### src/rtl/iter_divider.sv
// Iterative restoring divider (DIV/DIVU) with y==0 fast path and flush cancel.
// Latency WIDTH/STEPS_PER_CYCLE+1 cycles (1 for y==0); result held in DONE until out_ready, cancel aborts at any time.
module iter_divider #(
  parameter int WIDTH           = 32,
  parameter int STEPS_PER_CYCLE = 1
) (
  input  logic             div_clk,
  input  logic             resetn,
  input  logic             in_valid,
  output logic             in_ready,
  input  logic             div_signed,
  input  logic [WIDTH-1:0] x,
  input  logic [WIDTH-1:0] y,
  input  logic             cancel,
  output logic             out_valid,
  input  logic             out_ready,
  output logic [WIDTH-1:0] s,
  output logic [WIDTH-1:0] r,
  output logic             div_by_zero
);

  localparam int CYCLES = WIDTH / STEPS_PER_CYCLE;
  localparam int CW     = $clog2(CYCLES + 1);
  localparam logic [CW-1:0] LAST = CW'(CYCLES - 1);

  localparam logic [1:0] IDLE = 2'd0;
  localparam logic [1:0] CALC = 2'd1;
  localparam logic [1:0] DONE = 2'd2;

  logic [1:0]       state;
  logic             q_neg;
  logic             r_neg;
  logic [WIDTH-1:0] dvsr;
  logic [WIDTH-1:0] rem;
  logic [WIDTH-1:0] quo;
  logic [CW-1:0]    cnt;

  logic             x_neg;
  logic             y_neg;
  logic [WIDTH-1:0] abs_x;
  logic [WIDTH-1:0] abs_y;
  logic [WIDTH-1:0] rem_n;
  logic [WIDTH-1:0] quo_n;

  assign in_ready  = (state == IDLE);
  assign out_valid = (state == DONE);

  assign x_neg = div_signed & x[WIDTH-1];
  assign y_neg = div_signed & y[WIDTH-1];
  assign abs_x = x_neg ? -x : x;
  assign abs_y = y_neg ? -y : y;

  // quo shifts dividend bits out at the top while quotient bits enter at the bottom
  always_comb begin
    logic [WIDTH:0] rem_sh;
    logic           borrow;
    rem_n  = rem;
    quo_n  = quo;
    rem_sh = '0;
    borrow = 1'b0;
    for (int i = 0; i < STEPS_PER_CYCLE; i++) begin
      rem_sh = {rem_n, quo_n[WIDTH-1]};
      borrow = (rem_sh < {1'b0, dvsr});
      rem_n  = borrow ? rem_sh[WIDTH-1:0] : (rem_sh[WIDTH-1:0] - dvsr);
      quo_n  = {quo_n[WIDTH-2:0], ~borrow};
    end
  end

  always_ff @(posedge div_clk or negedge resetn) begin
    if (!resetn) begin
      state       <= IDLE;
      q_neg       <= 1'b0;
      r_neg       <= 1'b0;
      dvsr        <= '0;
      rem         <= '0;
      quo         <= '0;
      cnt         <= '0;
      s           <= '0;
      r           <= '0;
      div_by_zero <= 1'b0;
    end else if (cancel) begin
      state <= IDLE;
    end else begin
      case (state)
        IDLE: begin
          if (in_valid) begin
            q_neg <= x_neg ^ y_neg;
            r_neg <= x_neg;
            dvsr  <= abs_y;
            quo   <= abs_x;
            rem   <= '0;
            cnt   <= '0;
            if (y == '0) begin
              s           <= '1;
              r           <= x;
              div_by_zero <= 1'b1;
              state       <= DONE;
            end else begin
              state <= CALC;
            end
          end
        end
        CALC: begin
          rem <= rem_n;
          quo <= quo_n;
          cnt <= cnt + CW'(1);
          if (cnt == LAST) begin
            // most-negative / -1 falls out naturally: magnitude 2^(W-1), no negation
            s           <= q_neg ? -quo_n : quo_n;
            r           <= r_neg ? -rem_n : rem_n;
            div_by_zero <= 1'b0;
            state       <= DONE;
          end
        end
        DONE: begin
          if (out_ready) state <= IDLE;
        end
        default: state <= IDLE;
      endcase
    end
  end

endmodule

### config.mk
export PLATFORM = sky130hd
export DESIGN_NAME = iter_divider
export DESIGN_NICKNAME = d
export VERILOG_FILES = /design/src/rtl/iter_divider.sv
export SDC_FILE = /design/constraint.sdc
export NUM_CORES = 1
export LEC_CHECK = 0
export BUFFER_PORTS_ARGS = -buffer_cell sky130_fd_sc_hd__buf_2
export CAP_MARGIN = 20
export CORE_MARGIN = 10
export CORE_UTILIZATION = 60
export CTS_CLUSTER_DIAMETER = 100
export DETAILED_ROUTE_END_ITERATION = 10
export GPL_ROUTABILITY_DRIVEN = 0
export MAX_ROUTING_LAYER = met4
export PLACE_DENSITY_LB_ADDON = 0.1
export SLEW_MARGIN = 20
export SYNTH_ARGS = -nofsm -noshare
export SYNTH_HDL_FRONTEND = slang
export SYNTH_SLANG_ARGS = --single-unit
export TNS_END_PERCENT = 20
### constraint.sdc
create_clock -name div_clk -period 13.7 [get_ports div_clk]
set_input_delay 0.685 -clock div_clk [delete_from_list [all_inputs] [get_ports div_clk]]
set_output_delay 0.685 -clock div_clk [all_outputs]
set_load 0.01 [all_outputs]
Word-level counts from Yosys, hierarchy flattened
Cells that the tools add are included.

operators by class
  add/subtract/negate cells = 6
  multipliers = 0
  div/mod/pow operators = 0
  order comparisons = 1
  eq/ne operators = 9
  shift-type cells = 0
  multiplexer cells = 29
  bitwise logic cells = 5
  reductions and logical operators = 7

operator list
  operator                                               number
  2-to-1 mux 32 bit                                      13
  case mux 32 bit (2 select lines)                       4
  negation 32 bit                                        4
  less-than comparator 33 x 32 -> 1 bit                  1
  zero test 32 bit                                       1
  subtractor 32 bit                                      1
  case mux 6 bit (2 select lines)                        1
  2-to-1 mux 2 bit                                       5
  AND reduction 3 bit                                    3
  adder 6 x 1 -> 6 bit, second input constant            1
  equality test 6 x 5 -> 1 bit, second input constant    1
  2-to-1 mux 6 bit                                       1
  inequality test 3 x 2 -> 1 bit, second input constant  2
  case mux 2 bit (3 select lines)                        1
  AND reduction 5 bit                                    1
  inequality test 2 bit, second input constant           2
  2-to-1 mux 1 bit                                       3
  inequality test 3 bit, second input constant           1
  AND 1 bit                                              2
  equality test 2 x 1 -> 1 bit, second input constant    1
  equality test 2 bit, second input constant             1
  zero test 2 bit                                        1
  inequality test 2 x 1 -> 1 bit, second input constant  1
  NOT 1 bit                                              2
  3 further kinds                                        3

storage, ports and cells
  bits in registers = 171
  bits in latches = 0
  bits in writable memories = 0
  memory bits (read-only) = 0
  bits of input ports = 70
  output and inout bits = 67
  logic and storage cells = 67
  memories = 0

Depth between registers and ports, before layout
Gate-level depths: netlist of run 1.

  word-level depth = 6
  gate-level depth with buffers = 24
  mapped depth without buffers = 20

Worst setup path before layout of run 1
OpenSTA, ideal clock, no wires.

  path kind = flip-flop to flip-flop
  start = reg rem[19]
  end = reg r[28]
  library setup time = 0.138 ns
  arrival = 4.370 ns
  data required time = 13.562 ns
  setup slack = 9.192 ns
  cell stages (with the launch flop) = 23
  clock period less this slack = 4.508 ns
  cells stage by stage = dfrtp_1 ha_1 buf_2 a21oi_1 o21ai_2 a21o_1 a21oi_1 o21a_1 buf_4 nand2_4 buf_2 buf_2 o21ai_0 ha_1 inv_1 or2_2 nand4b_1 a211o_1 o32a_4 nor4_4 a31oi_1 xor2_1 o22ai_1

between the ends
  cells in the longest elaborated chain, start to end = 6
  elaborated cells between the ends (all ways) = 7

ends and longest elaborated chain
  element                                                                            RTL line  text
  start, declared                                                                    34        logic [WIDTH-1:0] rem;
  start signal, assigned                                                             104       rem <= rem_n;
  subtractor 32 bit / less-than comparator 33 x 32 -> 1 bit (equally long branches)  64, 63
  2-to-1 mux 32 bit (*)                                                              64        rem_n = borrow ? rem_sh[WIDTH-1:0] : (rem_sh[WIDTH-1:0] - dvsr);
  negation 32 bit                                                                    110       r <= r_neg ? -rem_n : rem_n;
  2-to-1 mux 32 bit (*)                                                              110
  2-to-1 mux 32 bit (*)                                                              107       if (cnt == LAST) begin
  case mux 32 bit (2 select lines) (*)                                               84        case (state)
  end signal, assigned                                                               110
  end, declared                                                                      18        output logic [WIDTH-1:0] r,

Mark *: on every way between the ends. The rest lies on a longest branch, timed or not. The select of a mux whose other input is x is not followed.
A chain may end at the register's enable or synchronous reset.

Final worst setup path of run 1
  start = reg rem[17]
  end = reg r[28]

Same word-level chain as after synthesis.

==> results by stage, run 1 <==
Drt:
- In the routed design, unresolved DRC markers number 0.
- The overall routed net length is around 33000 um.
- The number of search-and-repair iterations in the first detailed-routing pass is 5.
- The routed design uses 15500 um of met2 wire.
- The wire length the detailed router placed on met1 is 15000 um.
- The total number of vias is ~11k.
- Once detail routing completed, the nets flagged for antenna violations numbered 0.
- In the final routed layout, each cell accounts on average for between 15 and 20 um.
- The routed design uses between 2000 and 2500 um of met3 wire.
- The DRC marker count from the first detailed-route iteration is 1084.
- In the routed layout, each cell is associated on average with a via count of roughly 6.0.
- The highest metal layer carrying signal wires in the routed design is met4.

Synth:
- The Yosys step of the flow raised 0 warnings.
- Counting flops and latches in the post-synthesis netlist gives 171.
- The number of enable flip-flop cells after synthesis is 0.
- Of the total synthesized cell area, the portion taken by XOR and XNOR cells is 0.0873.
- The proportion of synthesized flip-flops having asynchronous set or reset is 1.00.
- A synthesized cell averages 8.17 um2.
- After synthesis the cells add up to roughly 12000 um2.
- Counting every instance in the synthesized netlist gives between 1k and 1.5k.
- Of the post-synthesis cell area, the part taken by muxes is 0.0269.
- Among all flip-flop cells after synthesis, the most frequent one is sky130_fd_sc_hd__dfrtp_1.
- The main combinational cell family by area after synthesis is compound AO/OA/AOI/OAI gates.
- The compound-gate portion of the synthesized area is 0.248.
- Synthesis produced a netlist with a net count of between 1.5k and 2k.
- The cell accounting for the most synthesized area is sky130_fd_sc_hd__dfrtp_1.
- The count of unique library cells instantiated by Yosys is 89.
- By count the netlist is led by sky130_fd_sc_hd__nand2_1 (199), sky130_fd_sc_hd__dfrtp_1 (171), sky130_fd_sc_hd__o21ai_0 (155), sky130_fd_sc_hd__nor2_1 (132), sky130_fd_sc_hd__a21oi_1 (119).
- The share of synthesized area in the top cell type comes to 0.349.
- For this run, the register share of the synthesized area comes to 0.349.
- The fraction of the mapped netlist area in simple logic gates is 0.204.
- In the post-synthesis netlist, the cell with the most instances is sky130_fd_sc_hd__nand2_1.
- In the post-synthesis netlist, the biggest area contributors are sky130_fd_sc_hd__dfrtp_1 (35%), sky130_fd_sc_hd__o21ai_0 (6.3%), sky130_fd_sc_hd__nand2_1 (6.1%), sky130_fd_sc_hd__a21oi_1 (4.9%), sky130_fd_sc_hd__xor2_1 (4.4%).
- Of the total synthesized cell area, the portion taken by full adders, half adders and majority gates is 0.0394.

Global routing:
- The wire length of the first global-routing pass is about 54000 um.
- The maximum number of pins on one net before global-route repair is approximately 110.
- The total overflow reported by the global router is 0.
- For this run, the total global-route usage over all layers was measured as 0.254.
- The via count of the first global-routing pass is about 11k.
- The number of antenna violations at the first check in global routing is 0.

Hold path:
- The path class of the tightest hold or removal check is primary input to async pin.

Clocking:
- Clock-pin slew was measured on the worst setup and hold paths at about 70 ps.
- TritonCTS built the clock tree.
- The H-tree depth reported by CTS is 4.
- The number of buffers inserted for hold repair after clock tree synthesis is 0.
- Post-CTS timing repair inserted 0 buffers for setup.
- In this run, post-CTS repair resized a total of 0 instances.
- Clock tree synthesis found a total of 171 sinks.
- The number of clock buffers added by TritonCTS is 17.
- The clock passes through at most 2 buffers.
- The clock reaches the later pin of the worst-skew pair after approximately 440 ps.
- The cell at the root of the clock tree is sky130_fd_sc_hd__clkbuf_16.

Status:
- The run finished with clean final reports.

Setup path:
- The sort of element at the start of the critical path is a register.
- The delay of the slowest cell on the worst path is 610 ps.
- Data on the critical path arrives at its endpoint at between 6000 and 7000 ps.
- The critical path start-end classification is register to register.
- The critical path contains buffers and inverters numbering 2 combined.
- The critical path required time is roughly 14000 ps.
- Of all nets on the critical path, the largest fanout is 34.
- Traced cell by cell, the critical path runs through ha_1 -> a21oi_1 -> o21ai_2 -> a21o_1 -> a21oi_1 -> o21a_1 -> nand2_4 -> inv_2 -> mux2i_1 -> ha_1 -> inv_1 -> or2_2 -> nand4b_1 -> a211o_1 -> o32a_4 -> nor4_4 -> a31oi_1 -> xor2_1 -> o22ai_1.
- In this design, the largest share of critical-path delay is due to compound AO/OA/AOI/OAI gates.
- On the critical path, the stage with the largest delay is an instance of sky130_fd_sc_hd__o21a_1.
- The kind of capture point of the worst setup path is a register.

Pwr:
- The leakage power summed over all cells is roughly 5.8 nW.
- Overall power consumption after layout is estimated at 3.08 mW.
- The maximum vdd ir drop is about 0.098 mV.
- The power density relative to cell area is 226 nW/um2.

Die:
- In this run the standard cell core region covers 20200 um2.
- The number of I/O pins is approximately 140.
- The vertical die dimension is 163 um.
- After floorplanning, the core was divided into 52 placement rows.
- The width of the die is roughly 160 um.
- The initial utilization of the core area, before any placement, comes to 0.607.
- The die covers ~27000 um2.

Timing:
- The worst max-slew margin expressed relative to the limit is 0.231.
- For the final database, setup skew stands at about 15 ps.
- For the pin with the worst max-slew slack, the measured transition is roughly 1100 ps.
- Hold timing on the final database bottoms out at a slack of 376 ps.
- The final period demand of the worst path is between 6000 and 7000 ps.
- The number of pins exceeding their max-slew limit in the final report is 0.
- The summed negative setup slack over all endpoints is 0 ps.
- The post-route clock period utilization is 0.440.
- The hold violation count in the final report came to 0.
- The highest attainable clock frequency is approximately 170 MHz.
- Setup violations remaining at the end of the flow were counted as 0.
- Setup repair after global routing left no endpoint under its margin.

Place:
- The total instance count after detailed placement is 1832.
- Detailed placement ended at an HPWL of approximately 25000 um.
- The number of input and output port buffers inserted is between 100 and 150.

Cells and area:
- The area growth from synthesis to layout is 11.0%.
- Fill cells in the final layout number 1735.
- The final layout contains between 1.5k and 2k nets.
- The proportion of layout cells with a drive suffix above 1 is 0.147.
- The number of standard cells in the layout, taps in and fillers out is roughly 1.9k.
- The end-of-flow core utilization is 0.674.
- The total area of sequential cells is 4280 um2.
- Summing all multi-input logic gate instances after layout gives 7460 um2.

Job:
- The tool flagged a number of max-cap violations equal to 0.
==> through the flow <==
step | setup slack [ps] | area, um2
6_report | 7670 | 13600
5_1_grt | 7240 | 13600
4_1_cts | 7790 | 13600
3_5_place_dp | 7810 | 13000
3_3_place_gp | 8020 | 13000
2_1_floorplan | 9190 | 12200
==> layout by cell type (no fill, tap or decap), types with 10 or more instances in the layout <==
| master | n |
|---|---|
| sky130_fd_sc_hd__a211oi_1 | 11 |
| sky130_fd_sc_hd__a21o_1 | 17 |
| sky130_fd_sc_hd__a21oi_1 | 119 |
| sky130_fd_sc_hd__a22o_1 | 11 |
| sky130_fd_sc_hd__a31oi_1 | 40 |
| sky130_fd_sc_hd__and3_1 | 15 |
| sky130_fd_sc_hd__buf_2 | 135 |
| sky130_fd_sc_hd__clkbuf_16 | 17 |
| sky130_fd_sc_hd__dfrtp_1 | 171 |
| sky130_fd_sc_hd__ha_1 | 37 |
| sky130_fd_sc_hd__inv_1 | 52 |
| sky130_fd_sc_hd__mux2i_1 | 25 |
| sky130_fd_sc_hd__nand2_1 | 199 |
| sky130_fd_sc_hd__nand3_1 | 27 |
| sky130_fd_sc_hd__nand4_1 | 14 |
| sky130_fd_sc_hd__nor2_1 | 132 |
| sky130_fd_sc_hd__nor3_1 | 30 |
| sky130_fd_sc_hd__nor4_1 | 10 |
| sky130_fd_sc_hd__o21ai_0 | 155 |
| sky130_fd_sc_hd__o21ai_1 | 12 |
| sky130_fd_sc_hd__o22a_1 | 15 |
| sky130_fd_sc_hd__o31ai_1 | 24 |
| sky130_fd_sc_hd__or3_1 | 15 |
| sky130_fd_sc_hd__or4_1 | 12 |
| sky130_fd_sc_hd__xnor2_1 | 60 |
| sky130_fd_sc_hd__xor2_1 | 62 |
==> state kept, by name, summed over array words and instances, names as in the netlist <==
register	flops
s	32
cnt	6
quo	32
rem	32
r	32
div_by_zero	1
q_neg	1
dvsr	32
state	2
r_neg	1
==> worst paths after layout <==
path                                           from  depth (start not counted)  slack [ps]                  end
min in group div_clk            dvsr[8]$_DFFE_PN0P_                          2         480  dvsr[8]$_DFFE_PN0P_
worst max register to register  rem[17]$_DFFE_PN0P_                         19        7670    r[28]$_DFFE_PN0P_
worst min-delay path                         resetn                          1         380     s[3]$_DFFE_PN0P_
worst max-delay path            rem[17]$_DFFE_PN0P_                         19        7670    r[28]$_DFFE_PN0P_
max in group asynchronous                    resetn                          2       12030    r[27]$_DFFE_PN0P_
worst min register to register  dvsr[8]$_DFFE_PN0P_                          2         480  dvsr[8]$_DFFE_PN0P_
==> cell families after synthesis <==
kind of cell / Yosys count
DFF: 171
AOI/OAI and AO/OA: 482
and+or+nand+nor: 521
adders and majority gates: 38
muxes: 32
xor gates and xnor gates: 122
buffers and inverters: 132
==> per-layer routing <==
metal,up-vias,GRT usage
met5,-,-
met2,387,0.401
met3,40,0.0407
met1,5222,0.334
met4,0,0.0643
li1,5566,-
==> worst reg2reg max path, stage by stage (launching register included) <==
cell                       delay, ps
sky130_fd_sc_hd__dfrtp_1         440
sky130_fd_sc_hd__ha_1            410
sky130_fd_sc_hd__a21oi_1         250
sky130_fd_sc_hd__o21ai_2         140
sky130_fd_sc_hd__a21o_1          200
sky130_fd_sc_hd__a21oi_1         220
sky130_fd_sc_hd__o21a_1          610
sky130_fd_sc_hd__nand2_4         510
sky130_fd_sc_hd__inv_2           560
sky130_fd_sc_hd__mux2i_1         350
sky130_fd_sc_hd__ha_1            230
sky130_fd_sc_hd__inv_1            70
sky130_fd_sc_hd__or2_2           300
sky130_fd_sc_hd__nand4b_1        180
sky130_fd_sc_hd__a211o_1         270
sky130_fd_sc_hd__o32a_4          370
sky130_fd_sc_hd__nor4_4          360
sky130_fd_sc_hd__a31oi_1         150
sky130_fd_sc_hd__xor2_1          160
sky130_fd_sc_hd__o22ai_1         100
==> power by group <==
part	leakage (nW)	internal [mW]	switching, mW
combinational	3.47	0.669	1.07
clock	0.278	0.260	0.221
sequential	2.08	0.684	0.172
==> cell type report <==
cell class,instances,share of cell area
multi-input combinational,1195,0.549
sequential,171,0.315
timing repair buffer,142,0.0540
clock buffer,19,0.0326
tap,270,0.0249
inverter,54,0.0149
clock inverter,13,0.00985
antenna,1,0.000184
Power figures use the tool's default switching activity.
==> inputs of run 2 (changes only) <==
--- a/config.mk
+++ b/config.mk
@@ -8,7 +8,7 @@
 export BUFFER_PORTS_ARGS = -buffer_cell sky130_fd_sc_hd__buf_2
 export CAP_MARGIN = 20
 export CORE_MARGIN = 10
-export CORE_UTILIZATION = 60
+export CORE_UTILIZATION = 54
 export CTS_CLUSTER_DIAMETER = 100
 export DETAILED_ROUTE_END_ITERATION = 10
 export GPL_ROUTABILITY_DRIVEN = 0
==> constraint.sdc (replaced) <==
create_clock -name div_clk -period 5.2 [get_ports div_clk]
set_input_delay 0.26 -clock div_clk [delete_from_list [all_inputs] [get_ports div_clk]]
set_output_delay 0.26 -clock div_clk [all_outputs]
set_load 0.01 [all_outputs]
==> results by stage, run 2 (synthesis results as in run 1) <==
Status:
- The run finished with clean final reports.

Clocking:
- In this run the number of H-tree levels came out at 4.
- The clock passes through at most 2 buffers.
- The clock buffer count from CTS is 17.
- After clock tree synthesis, the clock-pin slew on the worst setup and hold paths is roughly 70 ps.
- TritonCTS built the clock tree.
- In this run the post-CTS setup repair buffer count came out at 0.
- The later pin in the worst-skew pair is clocked with a latency of 440 ps.
- CTS placed an instance of sky130_fd_sc_hd__clkbuf_16 at the clock tree root.
- For this design, the sink count on the clock tree is 171.

Die:
- From bottom edge to top edge, the die measures approximately 170 um.
- The width of the die is 171 um.
- The area enclosed by the die boundary is between 20000 and 30000 um2.
- For this design the top-level I/O count stands at around 140.
- For this configuration, the core starts out at a cell density of 0.544.
- The site row count is between 50 and 60.
- In this run the standard cell core region covers ~23000 um2.

Setup path:
- Together, buffers and inverters on the worst path number 2.
- The kind of capture point of the worst setup path is a register.
- On the worst path, the slowest cell contributes a delay of 430 ps.
- The worst setup path is launched from a register.
- The critical path required time is ~5500 ps.
- The setup path with the least slack is of type register to register.
- The slowest stage cell on the critical path is sky130_fd_sc_hd__dfrtp_1.
- At the worst endpoint, the arrival time is around 5000 ps.
- The critical-path maximum fanout is 11.
- The cell family contributing the most delay on the critical path is compound AO/OA/AOI/OAI gates.
- The signal on the critical path passes through ha_1 -> a21oi_1 -> o21ai_2 -> a21o_1 -> a21oi_1 -> o21a_1 -> nand2_4 -> inv_2 -> mux2i_1 -> ha_1 -> inv_1 -> or2_2 -> nand4b_1 -> a211o_1 -> o32a_4 -> nor4_4 -> a31oi_1 -> xor2_1 -> o22ai_1.

Global routing:
- The number of antenna violations at the first check in global routing is 0.
- The via count of the first global-routing pass is approximately 10k.
- The all-layer global routing usage is 0.241.
- Entering global routing, the biggest net connects slightly below 80 pins.
- The first global-routing pass estimated between 50000 and 60000 um of wire.
- Summed over all layers, the global routing overflow is 0.

Place:
- The half-perimeter wire length of the detailed placement result is between 20000 and 30000 um.
- The number of input and output port buffers inserted is 136.
- At the placement stage, the worst setup path has a slack of 585 ps.

Timing:
- Setup repair after global routing left no endpoint under its margin.
- The count of endpoints failing setup in the final report is 0.
- The highest attainable clock frequency is approximately 210 MHz.
- Measured against its own limit, the worst slew margin works out to 0.235.
- Of the available clock period, the critical path in the final layout requires 0.900.
- The worst-case setup margin in the final layout is roughly 520 ps.
- The final clock skew is about 14 ps.
- The minimum hold slack is 93.4 ps.
- The worst path needs about 4700 ps of the cycle, external delays included.
- The summed negative setup slack over all endpoints is 0 ps.
- The number of pins exceeding their max-slew limit in the final report is 0.
- The hold violation count in the final report came to 0.
- For the pin with the worst max-slew slack, the measured transition is roughly 1100 ps.

Cells and area:
- After the last flow step, the layout net total stands at between 1.5k and 2k.
- The antenna diode count is 0.
- Compared with the post-synthesis result, the final layout area differs by 11.8%.
- The filler cells instantiated in the layout total a little over 2k.
- The proportion of layout cells with a drive suffix above 1 is 0.152.
- The most frequent standard cell in the layout excluding fill and tap cells is sky130_fd_sc_hd__nand2_1.
- The library cells used most frequently in the layout, excluding fill and tap cells, are sky130_fd_sc_hd__nand2_1 (199), sky130_fd_sc_hd__dfrtp_1 (171), sky130_fd_sc_hd__o21ai_0 (155).

Hold path:
- The path class of the tightest hold or removal check is primary input to register.

Pwr:
- The analysis attributes to cell leakage a power of about 5.9 nW.
- The maximum vdd ir drop is approximately 0.25 mV.
- Power spread over the standard cell area amounts to ~600 nW/um2.
- The post-layout total power is between 8 and 9 mW.

Drt:
- The DRC marker count from the first detailed-route iteration is ~940.
- The post-detailed-route DRC marker count is 0.
- The post-detailed-route count of antenna-violating nets is 0.
- The routed layout has between 10k and 15k vias.
- The first detailed-routing pass ran for 5 iterations.
- The average routed wire per standard cell is 18.2 um.
- The routed via count divided by cell count is approximately 6.0.
- The final layout contains routed wiring with a total length of between 30000 and 40000 um.

Job:
- Max-cap violations in this run came to 0.
## run 2: changes by cell type in the layout (fill, tap and decap cells not counted), sizes merged
cell and delta:
clkinv -1, dlygate4sd3 +1, diode -1, buf +9, clkinvlp +3, clkbuf -3
## run 2: repair_timing
action                    CTS  global route
hold buffers                1             0
hold endpoints to repair   74             0
resized for setup           0             0
## run 2: tightest hold or removal path: stages
cell	delay, ps
sky130_fd_sc_hd__buf_2	110
sky130_fd_sc_hd__nand2_1	50
sky130_fd_sc_hd__a31oi_1	70
## run 2: cell type report
| cell class | count | area, um2 | share of cell area |
|---|---|---|---|
| clock buffers | 17 | 425 | 0.0311 |
| inverters | 54 | 203 | 0.0148 |
| well taps | 285 | 357 | 0.0261 |
| flip-flops and latches | 171 | 4280 | 0.313 |
| repair buffers | 151 | 802 | 0.0586 |
| clock inverters | 15 | 163 | 0.0119 |
| multi-input cells | 1195 | 7460 | 0.545 |
## run 2: final timing paths
check / startpoint / to / slack [ps] / cells past startpoint
min reg2reg: r[4]$_DFFE_PN0P_ / r[4]$_DFFE_PN0P_ / 480 / 2
max in group asynchronous: resetn / dvsr[14]$_DFFE_PN0P_ / 3550 / 3
max reg2reg: rem[17]$_DFFE_PN0P_ / r[28]$_DFFE_PN0P_ / 520 / 19
min in group asynchronous: resetn / s[4]$_DFFE_PN0P_ / 420 / 2
max: rem[17]$_DFFE_PN0P_ / r[28]$_DFFE_PN0P_ / 520 / 19
min: y[1] / dvsr[1]$_DFFE_PN0P_ / 90 / 3
## run 2: through the flow
stage,instances,util,cell area (um2)
after floorplan,1498,-,12200
after global placement,1855,0.582,13100
after detailed placement,1855,0.582,13100
after CTS,1888,0.608,13700
after global routing,1888,0.608,13700
final,1888,0.608,13700
## run 2: where the power goes
part / leakage (nW) / switching [mW] / internal [mW] / total, mW
registers: 2.08 / 0.450 / 1.80 / 2.25
logic: 3.51 / 2.85 / 1.79 / 4.64
clock network: 0.272 / 0.607 / 0.678 / 1.28
total: 5.86 / 3.91 / 4.27 / 8.18
## run 2: layer usage
layer,part of all wire,track usage
met5,0,-
met3,0.061,0.0300
met4,0.014,0.0595
met1,0.47,0.328
met2,0.45,0.374
==> inputs of run 3 (changes only) <==
--- a/config.mk
+++ b/config.mk
@@ -5,12 +5,13 @@
 export SDC_FILE = /design/constraint.sdc
 export NUM_CORES = 1
 export LEC_CHECK = 0
-export BUFFER_PORTS_ARGS = -buffer_cell sky130_fd_sc_hd__buf_2
 export CAP_MARGIN = 20
 export CORE_MARGIN = 10
-export CORE_UTILIZATION = 54
+export CORE_UTILIZATION = 60
+export CTS_BUF_LIST = sky130_fd_sc_hd__clkbuf_4
 export CTS_CLUSTER_DIAMETER = 100
 export DETAILED_ROUTE_END_ITERATION = 10
+export DONT_BUFFER_PORTS = 1
 export GPL_ROUTABILITY_DRIVEN = 0
 export MAX_ROUTING_LAYER = met4
 export PLACE_DENSITY_LB_ADDON = 0.1
==> results by stage, run 3 (synthesis results as in run 1) <==
Clocking:
- The H-tree depth reported by CTS is 4.
- Gates resized during post-CTS repair numbered 0.
- The TritonCTS sink count is approximately 170.
- Counting along the longest clock path gives a buffer depth of 2.
- The root buffer cell chosen for the clock tree is sky130_fd_sc_hd__clkbuf_4.
- The clock latency at the later pin of the worst-skew pair is around 600 ps.
- The clock buffer count from CTS is 17.
- Post-CTS timing repair inserted 0 buffers for setup.
- TritonCTS built the clock tree.
- Clock-pin slew was measured on the worst setup and hold paths at 160 ps.

Pwr:
- The post-layout total power is approximately 7.6 mW.
- The leakage power summed over all cells is 5.56 nW.
- The power density relative to cell area is between 500 and 600 nW/um2.
- The maximum vdd ir drop is ~0.27 mV.

Timing:
- The worst max-slew margin expressed relative to the limit is 0.284.
- Setup repair after global routing left no endpoint under its margin.
- The count of endpoints failing setup in the final report is 0.
- The final period demand of the worst path is 4780 ps.
- Static timing analysis puts the maximum clock frequency at 209 MHz.
- At the pin with the least slew margin, the transition time is between 1000 and 1500 ps.
- The final clock skew is about 26 ps.
- Setup slack on the critical path of the routed design comes to 418 ps.
- Of the available clock period, the critical path in the final layout requires 0.920.
- The minimum hold slack is 12.1 ps.
- The hold violation count in the final report was 0.
- Setup total negative slack on the finished layout was measured at 0 ps.
- The number of pins exceeding their max-slew limit in the final report came to 0.

Die:
- In this run the vertical extent of the chip is approximately 160 um.
- Measured along the x axis, the die boundary spans roughly 160 um.
- The initial utilization of the core area, before any placement, comes to 0.607.
- Row generation in the floorplan step produced between 50 and 60 rows.
- The number of I/O pins is between 100 and 150.
- The area enclosed by the die boundary is between 20000 and 30000 um2.
- The core area is 20200 um2.

Setup path:
- The length in cells of the worst reg-to-reg path is 19.
- STA classifies the critical path endpoint as a register.
- The worst setup path is launched from a register.
- Along the worst path, the maximum fanout reaches 11.
- The setup slack of the most critical reg-to-reg path is ~420 ps.
- The slowest stage of the critical path is the sky130_fd_sc_hd__dfrtp_1 cell.
- The largest single stage delay on the critical path is approximately 460 ps.
- The arrival time reported for the critical path endpoint is between 5000 and 6000 ps.
- The setup path with the least slack is of type register to register.
- For the worst setup path, the data required time is between 5000 and 6000 ps.
- The capturing point of the worst reg2reg path is r[26]$_DFFE_PN0P_.
- The most numerous cell type found on the critical path is sky130_fd_sc_hd__a21oi_1.
- The start of the worst register-to-register path is rem[19]$_DFFE_PN0P_.
- Walking the worst path, the cells encountered are ha_1 -> a21oi_1 -> o21ai_2 -> a21o_1 -> a21oi_1 -> o21a_1 -> nand2_4 -> inv_2 -> mux2i_1 -> ha_1 -> inv_1 -> or2_2 -> nand4b_1 -> a211o_1 -> o32a_4 -> nor4_4 -> a21oi_1 -> xnor2_1 -> o22ai_1.

Place:
- Detailed placement ended at an HPWL of around 25000 um.
- Prior to clock tree synthesis, the placed netlist has a worst setup slack of 538 ps.
- The number of input and output port buffers inserted is 0.

Global routing:
- Across every metal layer, demand over resource in global routing totals 0.272.
- The via count of the first global-routing pass is 10.8k.
- Summed over all layers, the global routing overflow is 0.
- The maximum number of pins on one net before global-route repair is 172.
- The first global-routing pass estimated between 50000 and 60000 um of wire.
- The number of antenna violations at the first check in global routing is 1.

Drt:
- For this run, design rule violations remaining after detail routing come to 0.
- The detailed router finished its first iteration with ~1.0k violations.
- Once detail routing completed, the nets flagged for antenna violations numbered 0.
- The overall routed net length is 35000 um.
- The routed via count divided by cell count is a little over 6.
- After detailed routing, the average wire length per cell comes to 19.3 um.
- The number of search-and-repair iterations in the first detailed-routing pass is 5.
- The total number of vias is between 10k and 15k.

Cells and area:
- The number of nets at the end of the flow is between 1.5k and 2k.
- The library cell used most frequently in the layout, excluding fill and tap cells, is sky130_fd_sc_hd__nand2_1.
- After filler insertion, the fill cell instance count of the layout stands at between 1.5k and 2k.
- The end-of-flow core utilization is 0.669.
- Compared with the post-synthesis result, the final layout area differs by 10.2%.
- The proportion of layout cells with a drive suffix above 1 is 0.0687.
- In the layout the commonest cells are sky130_fd_sc_hd__nand2_1 (199), sky130_fd_sc_hd__dfrtp_1 (171), sky130_fd_sc_hd__o21ai_0 (155).

Hold path:
- The worst hold path class is primary input to register.
- The start point of the worst hold path is in_valid.
- The worst hold path terminates at r_neg$_DFFE_PN0P_.
- The worst hold path was traced through 3 stages.

Status:
- The flow ran to the end, and the final reports show no timing, DRC or antenna violations.

Job:
- The max capacitance violation total is 0.
-- run 3: metrics by stage --
stage	cell area [um2]	std cells
final	13500	1813
after global routing	13500	1813
after CTS	13500	1812
after detailed placement	12400	1702
after global placement	12400	1702
after floorplan	12200	1498
-- run 3: power breakdown --
part	internal (mW)	switching, mW	total [mW]	leakage (nW)
clock	0.344	0.531	0.875	0.167
combinational	1.66	2.62	4.28	3.32
sequential	1.80	0.633	2.43	2.08
total	3.80	3.79	7.58	5.56
-- run 3: area by class of cell --
cell class	instances	area, um2	area share
clock inverter	14	183	0.0135
clock buffer	17	128	0.00946
multi-input combinational	1195	7460	0.553
tap	270	338	0.0250
antenna	1	2.50	0.000185
timing repair buffer	91	898	0.0666
sequential	171	4280	0.317
inverter	54	203	0.0150
-- run 3: layer usage --
metal	wire, um	GRT usage
met1	15200	0.358
met2	16000	0.423
met5	0	-
met3	2960	0.0468
met4	829	0.0746
-- run 3: how the worst max path moves through the flow --
| stage | startpoint | to | slack (ps) |
|---|---|---|---|
| after global routing | rem[19]$_DFFE_PN0P_ | r[26]$_DFFE_PN0P_ | 70 |
| after detailed placement | rem[17]$_DFFE_PN0P_ | r[26]$_DFFE_PN0P_ | 540 |
| after CTS | rem[19]$_DFFE_PN0P_ | r[26]$_DFFE_PN0P_ | 470 |
| after global placement | rem[17]$_DFFE_PN0P_ | r[28]$_DFFE_PN0P_ | 710 |
| final | rem[19]$_DFFE_PN0P_ | r[26]$_DFFE_PN0P_ | 420 |
| after floorplan | rem[19]$_DFFE_PN0P_ | r[28]$_DFFE_PN0P_ | 690 |
-- run 3: critical path: cells and delay by family (launching register included) --
family	cells	cell delay, ps
and+or+nand+nor	4	970
buffers and inverters	2	180
AOI/OAI and AO/OA	9	1930
muxes	1	310
xor gates and xnor gates	1	170
DFF	1	460
adders and majority gates	2	640
-- run 3: timing repair --
item	4_1_cts	5_1_grt
hold buffers	79	0
setup endpoints to repair	0	0
hold endpoints to repair	271	0
